**config.mk**
```make
export PLATFORM = sky130hd
export DESIGN_NAME = move_replay
export DESIGN_NICKNAME = d
export VERILOG_FILES = /design/src/rtl/game_pkg.sv /design/src/rtl/move_ram.sv /design/src/rtl/move_replay.sv
export SDC_FILE = /design/constraint.sdc
export NUM_CORES = 1
export LEC_CHECK = 0
export BUFFER_PORTS_ARGS = -buffer_cell sky130_fd_sc_hd__clkbuf_2
export CELL_PAD_IN_SITES_DETAIL_PLACEMENT = 1
export CELL_PAD_IN_SITES_GLOBAL_PLACEMENT = 1
export CORE_ASPECT_RATIO = 1.1
export CORE_MARGIN = 2
export CORE_UTILIZATION = 40
export DETAILED_ROUTE_END_ITERATION = 7
export PLACE_DENSITY = 0.61
export SLEW_MARGIN = 25
export SYNTH_ARGS = -nofsm -noshare
export SYNTH_HDL_FRONTEND = slang
export SYNTH_SLANG_ARGS = --single-unit
export TNS_END_PERCENT = 100
```
**constraint.sdc**
```tcl
create_clock -name clk_d -period 3.6 [get_ports clk_d]
set_input_delay 0 -clock clk_d [delete_from_list [all_inputs] [get_ports clk_d]]
set_output_delay 0 -clock clk_d [all_outputs]
set_load 0.02 [all_outputs]
```
**src/rtl/game_pkg.sv**
```systemverilog
// rtl/game_pkg.sv - shared game status codes, replay FSM states and move encode/decode helpers
//
// Contents:
//   CHOSE_BOARD, GAMING, GAME_INITIAL, WINNED : 2-bit game_status codes
//   S_IDLE, S_PULSE, S_GAP                    : move_replay FSM state codes
//   encode_move : one-hot act flags -> 2-bit index of the lowest set bit
//   decode_move : 2-bit move index  -> one-hot act flags
package game_pkg;

  localparam logic [1:0] CHOSE_BOARD  = 2'b00;
  localparam logic [1:0] GAMING       = 2'b01;
  localparam logic [1:0] GAME_INITIAL = 2'b10;
  localparam logic [1:0] WINNED       = 2'b11;

  localparam logic [1:0] S_IDLE  = 2'd0;
  localparam logic [1:0] S_PULSE = 2'd1;
  localparam logic [1:0] S_GAP   = 2'd2;

  // Several simultaneous flags record only the lowest index.
  function automatic logic [1:0] encode_move(input logic [3:0] act);
    if (act[0])      return 2'd0;
    else if (act[1]) return 2'd1;
    else if (act[2]) return 2'd2;
    else             return 2'd3;
  endfunction

  function automatic logic [3:0] decode_move(input logic [1:0] mv);
    return 4'b0001 << mv;
  endfunction

endpackage

```
**src/rtl/move_ram.sv**
```systemverilog
// rtl/move_ram.sv - DEPTH x 2-bit move buffer, synchronous write, asynchronous read
//
// Ports:
//   clk     in  1       write clock
//   wr_en   in  1       write strobe
//   wr_addr in  AW      write address
//   wr_data in  2       encoded move to store
//   rd_addr in  AW      read address
//   rd_data out 2       combinational read of mem[rd_addr]
module move_ram
  import game_pkg::*;
#(
  parameter int DEPTH = 64,
  localparam int AW = $clog2(DEPTH)
) (
  input  logic          clk,
  input  logic          wr_en,
  input  logic [AW-1:0] wr_addr,
  input  logic [1:0]    wr_data,
  input  logic [AW-1:0] rd_addr,
  output logic [1:0]    rd_data
);

  logic [1:0] mem [DEPTH];

  // No reset: contents are only meaningful below move_count.
  always_ff @(posedge clk) begin
    if (wr_en) mem[wr_addr] <= wr_data;
  end

  assign rd_data = mem[rd_addr];

endmodule

```
**src/rtl/move_replay.sv**
```systemverilog
// rtl/move_replay.sv - records player moves during GAMING and replays them as one-hot act pulses
//
// Optional feature macro: UNDO_EN (adds undo_bt input and undo pulse logic).
// Ports:
//   clk_d       in  1      game clock
//   rst         in  1      synchronous active-high reset
//   game_status in  2      00 CHOSE_BOARD, 01 GAMING, 10 GAME_INITIAL, 11 WINNED
//   act_flag    in  4      one-cycle button move pulses
//   replay_sw   in  1      level switch, rising edge requests replay
//   clear       in  1      one-cycle pulse, empties the buffer when idle
//   undo_bt     in  1      (UNDO_EN only) one-cycle undo request
//   replay_act  out 4      one-hot replayed (or undo) move pulse, 0 when idle
//   replaying   out 1      FSM not idle
//   move_count  out CW     number of stored moves
//   full        out 1      move_count == DEPTH
//   overflow    out 1      sticky, a move was dropped while full
module move_replay
  import game_pkg::*;
#(
  parameter int DEPTH     = 64,
  parameter int PULSE_GAP = 4
) (
  input  logic                    clk_d,
  input  logic                    rst,
  input  logic [1:0]              game_status,
  input  logic [3:0]              act_flag,
  input  logic                    replay_sw,
  input  logic                    clear,
`ifdef UNDO_EN
  input  logic                    undo_bt,
`endif
  output logic [3:0]              replay_act,
  output logic                    replaying,
  output logic [$clog2(DEPTH):0]  move_count,
  output logic                    full,
  output logic                    overflow
);

  localparam int AW = $clog2(DEPTH);
  localparam int CW = AW + 1;
  localparam int GW = (PULSE_GAP > 1) ? $clog2(PULSE_GAP) : 1;
  localparam logic [GW-1:0] GAP_LAST = GW'(PULSE_GAP - 1);

  logic [1:0]    state;
  logic [CW-1:0] rd;
  logic [GW-1:0] gap_cnt;
  logic          sw_q;

  logic          gaming;
  logic          initial_st;
  logic          idle;
  logic          sw_rise;
  logic          rec_req;
  logic          start;
  logic          undo_go;
  logic          wr_en;
  logic [AW-1:0] ram_rd_addr;
  logic [1:0]    ram_rd_data;
  logic [3:0]    pulse_act;

  assign gaming     = (game_status == GAMING);
  assign initial_st = (game_status == GAME_INITIAL);
  assign idle       = (state == S_IDLE);
  assign sw_rise    = replay_sw & ~sw_q;
  assign rec_req    = gaming && (act_flag != 4'b0000);
  assign start      = sw_rise && gaming && (move_count != '0);
  assign full       = (move_count == CW'(DEPTH));
  assign replaying  = !idle;

`ifdef UNDO_EN
  logic [AW-1:0] last_addr;
  logic [3:0]    undo_act;

  assign last_addr = move_count[AW-1:0] - AW'(1);
  assign undo_go   = idle && !clear && undo_bt && gaming && (move_count != '0);
  // While idle the read port serves undo; while replaying it serves rd.
  assign ram_rd_addr = idle ? last_addr : rd[AW-1:0];

  always_ff @(posedge clk_d) begin
    if (rst || initial_st) undo_act <= 4'b0000;
    else if (undo_go)      undo_act <= decode_move(ram_rd_data);
    else                   undo_act <= 4'b0000;
  end
`else
  assign undo_go     = 1'b0;
  assign ram_rd_addr = rd[AW-1:0];
`endif

  // Clear and undo both win over a same-cycle move.
  assign wr_en = idle && !initial_st && !clear && !undo_go && rec_req && !full;

  move_ram #(.DEPTH(DEPTH)) u_ram (
    .clk     (clk_d),
    .wr_en   (wr_en),
    .wr_addr (move_count[AW-1:0]),
    .wr_data (encode_move(act_flag)),
    .rd_addr (ram_rd_addr),
    .rd_data (ram_rd_data)
  );

  // Pulse is gated by the live status so an abort silences it immediately.
  assign pulse_act = (state == S_PULSE && gaming) ? decode_move(ram_rd_data) : 4'b0000;

`ifdef UNDO_EN
  assign replay_act = pulse_act | undo_act;
`else
  assign replay_act = pulse_act;
`endif

  always_ff @(posedge clk_d) begin
    if (rst) begin
      state      <= S_IDLE;
      rd         <= '0;
      gap_cnt    <= '0;
      sw_q       <= 1'b0;
      move_count <= '0;
      overflow   <= 1'b0;
    end else begin
      sw_q <= replay_sw;
      if (initial_st) begin
        move_count <= '0;
        overflow   <= 1'b0;
        state      <= S_IDLE;
      end else begin
        case (state)
          S_IDLE: begin
            if (clear) begin
              move_count <= '0;
              overflow   <= 1'b0;
            end else if (undo_go) begin
              move_count <= move_count - CW'(1);
            end else begin
              if (rec_req) begin
                if (full) overflow   <= 1'b1;
                else      move_count <= move_count + CW'(1);
              end
              if (start) begin
                state <= S_PULSE;
                rd    <= '0;
              end
            end
          end
          S_PULSE: begin
            if (!gaming) begin
              state <= S_IDLE;
            end else begin
              rd      <= rd + CW'(1);
              gap_cnt <= '0;
              state   <= S_GAP;
            end
          end
          S_GAP: begin
            if (!gaming) begin
              state <= S_IDLE;
            end else if (gap_cnt == GAP_LAST) begin
              state <= (rd < move_count) ? S_PULSE : S_IDLE;
            end else begin
              gap_cnt <= gap_cnt + GW'(1);
            end
          end
          default: state <= S_IDLE;
        endcase
      end
    end
  end

endmodule
```
# After elaboration in Yosys (flattened, before gate mapping)
# Memory sizes are Yosys's and may differ from the RTL's. A register that Yosys moved wholly into a read port is not among the register bits.
# Index checks and enable logic that the tools add are counted.
# W data, S select, Z words.
[totals] register_bits=20 mem_count=1 output_inout_bits=14 ram_bits=128 word_cells=82 input_bits=10
[classes] eq_ne=13 addsub=3 n_reduce_logical=25 mux=29 n_bitwise=3 shift=1 magnitude_cmp=1
[mem_list] memory="u_ram.mem" depth=64 word_bits=2 read_ports=1 rd_ports_with_merged_regs=1 wr=1 line="move_ram.sv:24" rtl="logic [1:0] mem [DEPTH];"
[op_table] op="$mux W7" count=6
[op_table] op="$mux W2" count=10
[op_table] op="$add A7 B1 Y7 const B" count=2
[op_table] op="$pmux W7 S2" count=1
[op_table] op="$mux W6" count=2
[op_table] op="$ne A2 B2 Y1 const B" count=5
[op_table] op="$reduce_and A5 Y1" count=2
[op_table] op="$reduce_and A3 Y1" count=3
[op_table] op="$logic_and A1 B1 Y1" count=8
[op_table] op="$reduce_bool A2 Y1" count=4
[op_table] op="$eq A7 B7 Y1 const B" count=1
[op_table] op="$lt A7 B7 Y1" count=1
[op_table] op="$mux W1" count=7
[op_table] op="$reduce_bool A7 Y1" count=1
[op_table] op="$eq A2 B2 Y1 const B" count=3
[op_table] op="$pmux W2 S3" count=1
[op_table] op="$eq A2 B1 Y1 const B" count=2
[op_table] op="$logic_not A1 Y1" count=4
[op_table] op="$mux W4" count=1
[op_table] op="$pmux W2 S2" count=1
[op_table] op="$reduce_bool A4 Y1" count=1
[op_table] op="$shl A1 B2 Y4 const A" count=1
[op_table] op="$ne A3 B3 Y1 const B" count=1
[op_table] op="$add A2 B1 Y2 const B" count=1
[op_table] op="other kinds (5)" count=6

# Longest topological paths before layout
# Gate-level depths: netlist of the first run.
[depth] word_depth=9 depth_mapped=9 ltp_nobuf=7

# By module
# From an unflattened synthesis of the first run, not the netlist that was laid out.
[hier_totals] hier_cells=476 hier_area_um2=6577.6
[modules_own_cells] module="move_ram" area_per_inst_um2=5357.6 seq_area_each_um2=3843.7 instances=1 cells_each=322
[modules_own_cells] module="move_replay" area_per_inst_um2=1219.9 seq_area_each_um2=400.4 instances=1 cells_each=154

# Least setup slack after synthesis of the first run
# OpenSTA, ideal clock, no wires.
[synth_timing] kind="reg2reg" startpoint="register move_count[1]" endpoint="memory u_ram.mem[58][0] (enable)" path_stages_with_launch=9 synth_period_minus_slack_ps=2820 required_ps=3289 slack_ps=780 t_arrival_ps=2508 n_path_buf=1 setup_time_ps=311 cell_sequence="dfxtp_1 clkbuf_1 inv_1 ha_1 and4_1 nor4_1 and2_1 nand3_1 nor2_1"
[synth_between] elab_chain_len=5
[synth_lines] item="from (decl)" line="move_replay.sv:34" rtl="output logic [$clog2(DEPTH):0] move_count,"
[synth_lines] item="from (signal assigned)" line="move_replay.sv:131" rtl="move_count <= move_count - CW'(1);"
[synth_lines] item="from (signal assigned)" line="move_replay.sv:135" rtl="else move_count <= move_count + CW'(1);"
[synth_lines] item="$eq A7 B7 Y1" line="move_replay.sv:67" rtl="assign full = (move_count == CW'(DEPTH));"
[synth_lines] item="via full" line="move_replay.sv:35" rtl="output logic full,"
[synth_lines] item="$logic_not A1 Y1" line="move_replay.sv:90" rtl="assign wr_en = idle && !initial_st && !clear && !undo_go && rec_req && !full;"
[synth_lines] item="$logic_and A1 B1 Y1" line="move_replay.sv:90"
[synth_lines] item="$mux W1" line="move_ram.sv:28" rtl="if (wr_en) mem[wr_addr] <= wr_data;"
[synth_lines] item="$mux W1 (not written as such)" line="move_ram.sv:28"
[synth_lines] item="to (decl)" line="move_ram.sv:24"
# The timed path passes the listed nets, and every way through them passes these cells.

==> out/metrics.cfg, run 1 <==
[sta]
rsz0062_at_grt=false
hold_violations=0
maxSlewHeadroom=0.520
fin_crit_ns=3.48
period_share=0.967
setup_tns_ns=0
setup_violations=0
clock.fmax_mhz=287
tightest_slew_ns=0.717
slew_viol_final=0
finClkSkew_ns=0.0128

[synthesis]
synth_top_family_by_area=multiplexers
synth-compound-area-share=0.0455
synth-warning-count=0
synthCells=436
yosysMostFrequentCell=edfxtp_1
ys_top_cells_by_count=128 x edfxtp_1, 90 x nor2_1, 27 x mux4_2, 26 x dfxtp_1, 18 x nand3_1
postSynthNetCount=456
avgSynthCellArea_um2=15.0
yosys.area_share.simple=0.100
synth_top_area_share=0.587
synth.area.top_cells=edfxtp_1 59%, mux4_2 9.3%, dfxtp_1 7.9%
yosysSeqAreaShare=0.666
async_flop_share=0
synth_ff_type=edfxtp_1
syn-cell-area_um2=6550
synth_edf_count=128
synthAdderAreaFrac=0.0191
synth_area_leader_cell=edfxtp_1
synth-xor-area-share=0.0107
ys_ff_latch=154
synth.area.mux_share=0.138
yosysUniqueCellTypes=45

[worst_setup_path]
startpoint_type=flop
required_ns=3.60
path_class=flop to output port
worst-path-buf-inv=2
worstPathArrival_ns=3.48
slowest_delay_ns=0.60
cpLargestDelayFamily=multiplexers
crit_chain=buf_6 -> mux4_1 -> mux4_2 -> o22ai_2 -> o22ai_1 -> or4_1 -> nor2_1 -> clkbuf_2
crit_fanout=10
endpoint_kind=output port
cp_slowest_cell=mux4_1

[route]
wl_met1_um=6800
vias=3809
drt-total-wl_um=15700
dr.pass1.iters=4
drc_errors=0
vias_per_cell=5.47
final_antenna_net_count=0
route.met2.wl_um=8110
dr_wl_met3_um=560
wl_per_cell_um=22.5
initialDrtViolationCount=292
routed.top_layer=met4

[clocking]
cts_root_buf=clkbuf_16
clock_sinks=154
numCtsBuffers=17
cts_setup_buffers=0
cts.clk_slew.worst_paths_ns=0.06
clk_latency_ns=0.43
htreeDepth=4
cts_tree=done
clk_path_buf_depth=2

[global_routing]
grt_pass1_wl_um=24300
grt_max_degree=66
grt.total_usage=0.189
antenna_found_initial=0
globalRouteOverflowTotal=0
grt_pass1_vias=4158

[pwr]
intPower_w=0.00290
combPwrFrac=0.018
p_sw_frac=0.212
powerDensity_nw_per_um2=487
p_sw_w=0.000779
p_clk_frac=0.457
totalPowerFinal_w=0.00368
vdd_drop_max_mv=0.319
power.share.sequential=0.525
leakage_nw=2.36

[floorplanning]
io_pins=24
row_count=49
start_util=0.405
dieArea_um2=17400
die_x_um=126
core-area_um2=16200
die_h_um=138

[cells_and_area]
stdcell_count=696
postLayoutCellArea_um2=7560
antenna_cells=0
num-nets-final=499
drive_gt1_frac=0.213
utilization=0.467
syn2layout_area_growth_pct=15.4

[run_status]
outcome=completed

[placement]
hpwl_um=10400
gp_congestion=0.728
dp.cells=662
numPortBuffers=23
placed_cell_area_um2=6980

[job]
maxCapViolations=0

[min_path]
hold_path_class=input port to flop

worst register-to-register path: cells and delay by family, from the launching register on:
kind	cells	cell delay, ns
DFF	1	0.52
adders and majority gates	1	0.23
buffers and inverters	2	0.35
and+or+nand+nor	5	1.61
through the flow:
step	setup slack, ns	hold WS [ns]
after floorplan	0.780	0.0716
after global placement	0.439	0.227
after detailed placement	0.349	0.257
after CTS	0.0438	0.000944
after global routing	0.0196	0.0290
final	0.120	0.0124
flip-flops by register name, summed over array words and instances (netlist names), named ones only:
| register | flops |
|---|---|
| rd | 7 |
| state | 2 |
| u_ram.mem | 128 |
| move_count | 7 |
| overflow | 1 |
| gap_cnt | 2 |
| sw_q | 1 |
power groups by stage:
| stage | clock network [W] | logic (W) | registers, W |
|---|---|---|---|
| floorplan | 0 | 0.0000333 | 0.00197 |
| global route | 0.00178 | 0.0000752 | 0.00193 |
| finish | 0.00168 | 0.0000675 | 0.00193 |
| CTS | 0.00171 | 0.0000694 | 0.00193 |
| global placement | 0 | 0.0000663 | 0.00197 |
| detailed placement | 0 | 0.0000675 | 0.00197 |
area by class of cell:
class                      count  area (µm²)
clock buffer                  18         429
clock inverter                14         124
fill                        1635        8630
inverter                      14        52.6
multi-input combinational    252        2080
sequential                   154        4370
tap                          204         255
timing repair buffer          40         255
cell families (layout without fill, tap and decap cells):
group | after synthesis | in the layout
multiplexers | 45 | 45
buffers and inverters | 30 | 86
flip-flops | 154 | 154
adder cells (fa/ha/maj) | 10 | 10
XOR/XNOR | 8 | 8
AO/OA/AOI/OAI | 42 | 42
AND/OR/NAND/NOR | 147 | 147
repair_timing:
action / CTS / global route
cloned: 0 / 0
resized for setup: 1 / 2
endpoints found under the setup margin: 2 / 2
hold buffers: 2 / 0
pin swaps: 0 / 0
endpoints found under the hold margin: 3 / 0
layout by cell type, fill, tap and decap left out, types with 10 or more instances in the layout:
| cell | n |
|---|---|
| buf_4 | 13 |
| clkbuf_16 | 17 |
| clkbuf_2 | 23 |
| dfxtp_1 | 25 |
| edfxtp_1 | 128 |
| ha_1 | 10 |
| inv_1 | 14 |
| mux4_2 | 27 |
| nand3_1 | 18 |
| nor2_1 | 89 |
layer usage:
layer	GRT usage	vias up
met5	0	-
met1	0.246	1966
met2	0.317	68
met3	0.0344	10
met4	0.0665	0
li1	-	1765
final timing paths:
check,startpoint,endpoint,slack [ns],cells past startpoint
worst min-delay path,game_status[1],state[1],0.01,3
worst min register to register,overflow,overflow,0.45,2
worst max register to register,move_count[1],u_ram.mem[46][0],0.56,8
worst max-delay path,flop,replay_act[0],0.12,8
(Power assumes the default switching activity.)
==> run 2: changes to the inputs <==
--- a/config.mk
+++ b/config.mk
@@ -12,7 +12,7 @@
 export CORE_MARGIN = 2
 export CORE_UTILIZATION = 40
 export DETAILED_ROUTE_END_ITERATION = 7
-export PLACE_DENSITY = 0.61
+export PLACE_DENSITY = 0.64
 export SLEW_MARGIN = 25
 export SYNTH_ARGS = -nofsm -noshare
 export SYNTH_HDL_FRONTEND = slang
==> constraint.sdc (replaced) <==
create_clock -name clk_d -period 3.1 [get_ports clk_d]
set_input_delay 0 -clock clk_d [delete_from_list [all_inputs] [get_ports clk_d]]
set_output_delay 0 -clock clk_d [all_outputs]
set_load 0.02 [all_outputs]
==> out/metrics.cfg, run 2 (synthesis results as in run 1) <==
[pwr]
combPwrFrac=0.019
intPower_w=0.00334
p_clk_frac=0.444
leakage_nw=2.37
vdd_drop_max_mv=0.382
power.share.sequential=0.537
powerDensity_nw_per_um2=548
p_sw_frac=0.202
p_sw_w=0.000844

[cells_and_area]
num-nets-final=505
syn2layout_area_growth_pct=16.5
antenna_cells=0
final_common_cell=edfxtp_1
largest_reg_flops=128
regMostFlops=u_ram.mem
stdcell_count=700
reg_top3=u_ram.mem: 128 flops, move_count: 7 flops, rd: 7 flops
drive_gt1_frac=0.214
nFillCells=1651
final_cell_mix=128 x edfxtp_1, 88 x nor2_1, 27 x mux4_2

[worst_setup_path]
endpoint_kind=output port
path_class=flop to output port
startpoint_type=flop
worstPathArrival_ns=3.01
required_ns=3.10
crit_fanout=7

[route]
drt-total-wl_um=15700
vias=3834
initialDrtViolationCount=357
vias_per_cell=5.48
dr.pass1.iters=4
drc_errors=0
wl_per_cell_um=22.4
final_antenna_net_count=0

[clocking]
clock_sinks=154
numCtsBuffers=17
htreeDepth=4
cts.clk_slew.worst_paths_ns=0.06
clk_latency_ns=0.43
cts_root_buf=clkbuf_16
clk_path_buf_depth=2
cts_tree=done

[sta]
clock.fmax_mhz=332
maxSlewHeadroom=0.399
setup_tns_ns=0
tightest_slew_ns=0.899
slew_viol_final=0
finClkSkew_ns=0.0102
fin_crit_ns=3.01
setup_violations=0
period_share=0.972
rsz0062_at_grt=false
hold_violations=0

[placement]
hpwl_um=10500
dp.cells=664
gp_congestion=0.779
numPortBuffers=23

[floorplanning]
dieArea_um2=17400
core-area_um2=16200
die_x_um=126
die_h_um=138
io_pins=24
row_count=49
start_util=0.405

[global_routing]
antenna_found_initial=0
grt_pass1_wl_um=24300
grt_pass1_vias=4082
globalRouteOverflowTotal=0
grt.total_usage=0.189
grt_max_degree=66

[run_status]
outcome=completed

[min_path]
hold_path_class=input port to flop

[job]
maxCapViolations=0

==> run 2: changes by cell type in the layout (fill, tap and decap cells not counted), sizes merged <==
cell | before | now
dlygate4sd3 | 2 | 3
clkinv | 10 | 8
inv | 16 | 14
clkinvlp | 1 | 3
clkbuf | 41 | 40
buf | 15 | 21
==> run 2: cell type report <==
type | count | area (µm²) | area share
clock buffer | 18 | 429 | 0.0562
multi-input combinational | 252 | 2090 | 0.274
clock inverter | 12 | 85.1 | 0.0112
sequential | 154 | 4370 | 0.572
timing repair buffer | 46 | 352 | 0.0461
inverter | 14 | 52.6 | 0.00689
tap | 204 | 255 | 0.0335
==> run 2: power groups by stage <==
stage          registers, W  clock network [W]  logic (W)
2_1_floorplan       0.00229                  0  0.0000387
3_3_place_gp        0.00229                  0  0.0000757
3_5_place_dp        0.00229                  0  0.0000790
4_1_cts             0.00225            0.00189  0.0000820
5_1_grt             0.00224            0.00197  0.0000885
6_report            0.00225            0.00186  0.0000798
==> run 2: path summary, 6_finish.rpt <==
| path | start | end | slack, ns | cells after the start |
|---|---|---|---|---|
| setup / recovery | flop | replay_act[0] | 0.09 | 8 |
| setup reg to reg | move_count[1] | u_ram.mem[40][0] | 0.43 | 7 |
| hold reg to reg | overflow | overflow | 0.46 | 2 |
| hold / removal | game_status[1] | move_count[0] | 0.01 | 3 |
==> run 2: layer usage <==
| layer | track usage | vias up | share of wire |
|---|---|---|---|
| met4 | 0.0654 | 0 | 0.014 |
| li1 | - | 1777 | - |
| met2 | 0.311 | 75 | 0.52 |
| met5 | 0 | - | 0 |
| met1 | 0.245 | 1968 | 0.41 |
| met3 | 0.0484 | 14 | 0.052 |
==> run 2: worst max-delay path, stage by stage, from the launching register on <==
cell and delay, ns:
dfxtp_2 0.36, buf_6 0.14, mux4_1 0.56, mux4_2 0.49
o22ai_2 0.16, o22ai_2 0.12, or4_4 0.46, nor2_1 0.11
clkbuf_2 0.18
==> run 2: metrics by stage <==
| step | area (µm²) | utilization | hold slack (ns) | total power (W) | setup slack [ns] |
|---|---|---|---|---|---|
| after floorplan | 6550 | - | 0.0716 | 0.00233 | 0.280 |
| after global placement | 7030 | 0.434 | 0.229 | 0.00236 | 0.418 |
| after detailed placement | 7030 | 0.434 | 0.235 | 0.00237 | 0.391 |
| after CTS | 7620 | 0.471 | 0.0100 | 0.00421 | 0.0389 |
| after global routing | 7630 | 0.471 | 0.0155 | 0.00430 | 0.000917 |
| final | 7630 | 0.471 | 0.0106 | 0.00418 | 0.0857 |
==> run 2: what timing repair did <==
| item | in CTS | in global routing |
|---|---|---|
| endpoints found under the setup margin | 2 | 2 |
| gates resized for setup | 3 | 5 |
| hold buffers | 3 | 0 |
| hold endpoints to repair | 3 | 0 |
| buffers inserted | 3 | 0 |
==> run 3: changes to the inputs <==
--- a/config.mk
+++ b/config.mk
@@ -5,6 +5,7 @@
 export SDC_FILE = /design/constraint.sdc
 export NUM_CORES = 1
 export LEC_CHECK = 0
+export ABC_AREA = 1
 export BUFFER_PORTS_ARGS = -buffer_cell sky130_fd_sc_hd__clkbuf_2
 export CELL_PAD_IN_SITES_DETAIL_PLACEMENT = 1
 export CELL_PAD_IN_SITES_GLOBAL_PLACEMENT = 1
@@ -12,7 +13,7 @@
 export CORE_MARGIN = 2
 export CORE_UTILIZATION = 40
 export DETAILED_ROUTE_END_ITERATION = 7
-export PLACE_DENSITY = 0.64
+export PLACE_DENSITY = 0.67
 export SLEW_MARGIN = 25
 export SYNTH_ARGS = -nofsm -noshare
 export SYNTH_HDL_FRONTEND = slang
==> out/metrics.cfg, run 3 <==
[run_status]
outcome=completed

[global_routing]
antenna_found_initial=0
grt.total_usage=0.211
grt_pass1_wl_um=28800
grt_max_degree=65
grt_pass1_vias=5398
globalRouteOverflowTotal=0

[clocking]
cts_tree=done
numCtsBuffers=17
cts.clk_slew.worst_paths_ns=0.06
cts_resized=0
clk_latency_ns=0.42
clk_path_buf_depth=2
htreeDepth=4
cts_root_buf=clkbuf_16
clock_sinks=154

[sta]
finClkSkew_ns=0.00824
setup_violations=0
slew_viol_final=0
worst_hold_slack_ns=0.0344
maxSlewHeadroom=0.555
tightest_slew_ns=0.667
hold_violations=0
clock.fmax_mhz=364
rsz0062_at_grt=false
setup_tns_ns=0
fin_crit_ns=2.75
period_share=0.887

[cells_and_area]
nFillCells=1938
largest_reg_flops=128
drive_gt1_frac=0.113
stdcell_count=969
num-nets-final=743
final_cell_mix=196 x nand2_1, 128 x edfxtp_1, 119 x nand3_1
regMostFlops=u_ram.mem
syn2layout_area_growth_pct=13.5
final_common_cell=nand2_1
antenna_cells=0
postLayoutCellArea_um2=7870
reg_top3=u_ram.mem: 128 flops, move_count: 7 flops, rd: 7 flops

[synthesis]
ys_top_cells_by_count=196 x nand2_1, 128 x edfxtp_1, 119 x nand3_1, 95 x nor2_1, 31 x inv_1
syn-cell-area_um2=6930
synth-warning-count=0
postSynthNetCount=713
synthCells=693
synth_edf_count=128
synth_area_leader_cell=edfxtp_1
yosysMostFrequentCell=nand2_1
ys_ff_latch=154
yosysSeqAreaShare=0.630
synth_ff_type=edfxtp_1
async_flop_share=0
synth_top_area_share=0.555
avgSynthCellArea_um2=10.0
yosysUniqueCellTypes=34
synth.area.top_cells=edfxtp_1 55%, nand2_1 11%, nand3_1 8.6%

[pwr]
totalPowerFinal_w=0.00437
power.share.sequential=0.514
combPwrFrac=0.023
intPower_w=0.00352
vdd_drop_max_mv=0.333
p_clk_frac=0.463
leakage_nw=2.89
powerDensity_nw_per_um2=556
p_sw_frac=0.196
p_sw_w=0.000856

[worst_setup_path]
reg2reg_from=move_count[1]
slowest_delay_ns=0.56
path_class=flop to output port
crit_chain=buf_4 -> nand2_1 -> nand3_1 -> nand3_1 -> nand2_1 -> nand2_1 -> nand3_1 -> nand3_1 -> nand2_1 -> inv_1 -> nor2_1 -> clkbuf_2
cp_slowest_cell=buf_4
cpLargestDelayFamily=simple AND/OR/NAND/NOR gates
startpoint_type=flop
endpoint_kind=output port
timing.rr.end=u_ram.mem[61][0]
crit_fanout=61
cp.depth=12
worstPathArrival_ns=2.75
ff2ff_path_depth=11
required_ns=3.10
regToRegSetupSlack_ns=0.49
worst-path-buf-inv=3

[route]
vias=5024
drc_errors=0
final_antenna_net_count=0
initialDrtViolationCount=342
dr.pass1.iters=6
vias_per_cell=5.18
drt-total-wl_um=18200
wl_per_cell_um=18.8

[floorplanning]
core-area_um2=17000
row_count=50
die_h_um=142
die_x_um=130
io_pins=24
dieArea_um2=18400
start_util=0.407

[min_path]
worstHoldStart=act_flag[3]
hold_depth=5
hold_path_class=input port to flop
holdPathEnd=overflow

[placement]
dp.cells=933
gp_congestion=0.802
numPortBuffers=23
placed_cell_area_um2=7250
hpwl_um=11700

[job]
maxCapViolations=0

## run 3: cell count changes after synthesis, sizes merged, moves of 8 or more
cell,change
nor2,+11
mux2i,-8
nand3,+106
inv,+22
mux4,-34
nand2,+192
buf,+14
## run 3: repair_timing
action                                 4_1_cts  5_1_grt
endpoints found under the hold margin        9        0
buffers inserted                             0        0
hold buffers                                 5        0
## run 3: worst max path at each step
stage                              from          endpoint  slack [ns]
after detailed placement  move_count[1]  u_ram.mem[61][0]        0.50
after floorplan             act_flag[0]  u_ram.mem[63][0]        0.56
final                              flop     replay_act[2]        0.35
after global placement    move_count[1]  u_ram.mem[61][0]        0.66
after CTS                          flop     replay_act[2]        0.33
after global routing               flop     replay_act[2]        0.16
## run 3: area by class of cell
| type | instances | area (µm²) | share of cell area |
|---|---|---|---|
| clock inverters | 11 | 129 | 0.0164 |
| inverters | 36 | 135 | 0.0172 |
| well taps | 234 | 293 | 0.0372 |
| clock buffers | 20 | 437 | 0.0555 |
| repair buffers | 35 | 230 | 0.0293 |
| flip-flops and latches | 154 | 4370 | 0.555 |
| multi-input cells | 479 | 2280 | 0.289 |
## run 3: power by group through the flow
stage                     clock network (W)  logic [W]  registers [W]
after floorplan                           0  0.0000539        0.00229
after CTS                           0.00206   0.000103        0.00225
after global placement                    0  0.0000945        0.00229
final                               0.00203  0.0000998        0.00225
after global routing                0.00214   0.000112        0.00225
after detailed placement                  0  0.0000972        0.00229
## run 3: stage by stage
stage / util / setup WS, ns
after global placement: 0.426 / 0.660
after global routing: 0.462 / 0.159
after floorplan: - / 0.559
after CTS: 0.462 / 0.329
final: 0.462 / 0.349
after detailed placement: 0.426 / 0.504
## run 3: tightest hold or removal path: cells and delay by family
| kind | cells | cell delay, ns |
|---|---|---|
| buffers and inverters | 1 | 0.08 |
| AO/OA/AOI/OAI | 3 | 0.21 |
| AND/OR/NAND/NOR | 1 | 0.11 |
## run 3: routing by layer
layer	track usage	vias to the layer above	routed length (µm)
met1	0.252	2508	7760
li1	-	2407	-
met2	0.386	88	9570
met3	0.0361	21	571
met4	0.0640	0	286
met5	0	-	0
## run 3: logic make-up after synthesis
family / after synthesis / share of synthesized area
AND/OR/NAND/NOR: 435 / 0.277
adder cells (fa/ha/maj): 10 / 0.0181
AO/OA/AOI/OAI: 27 / 0.0222
flip-flops: 154 / 0.630
buffers and inverters: 60 / 0.0444
XOR/XNOR: 7 / 0.00885
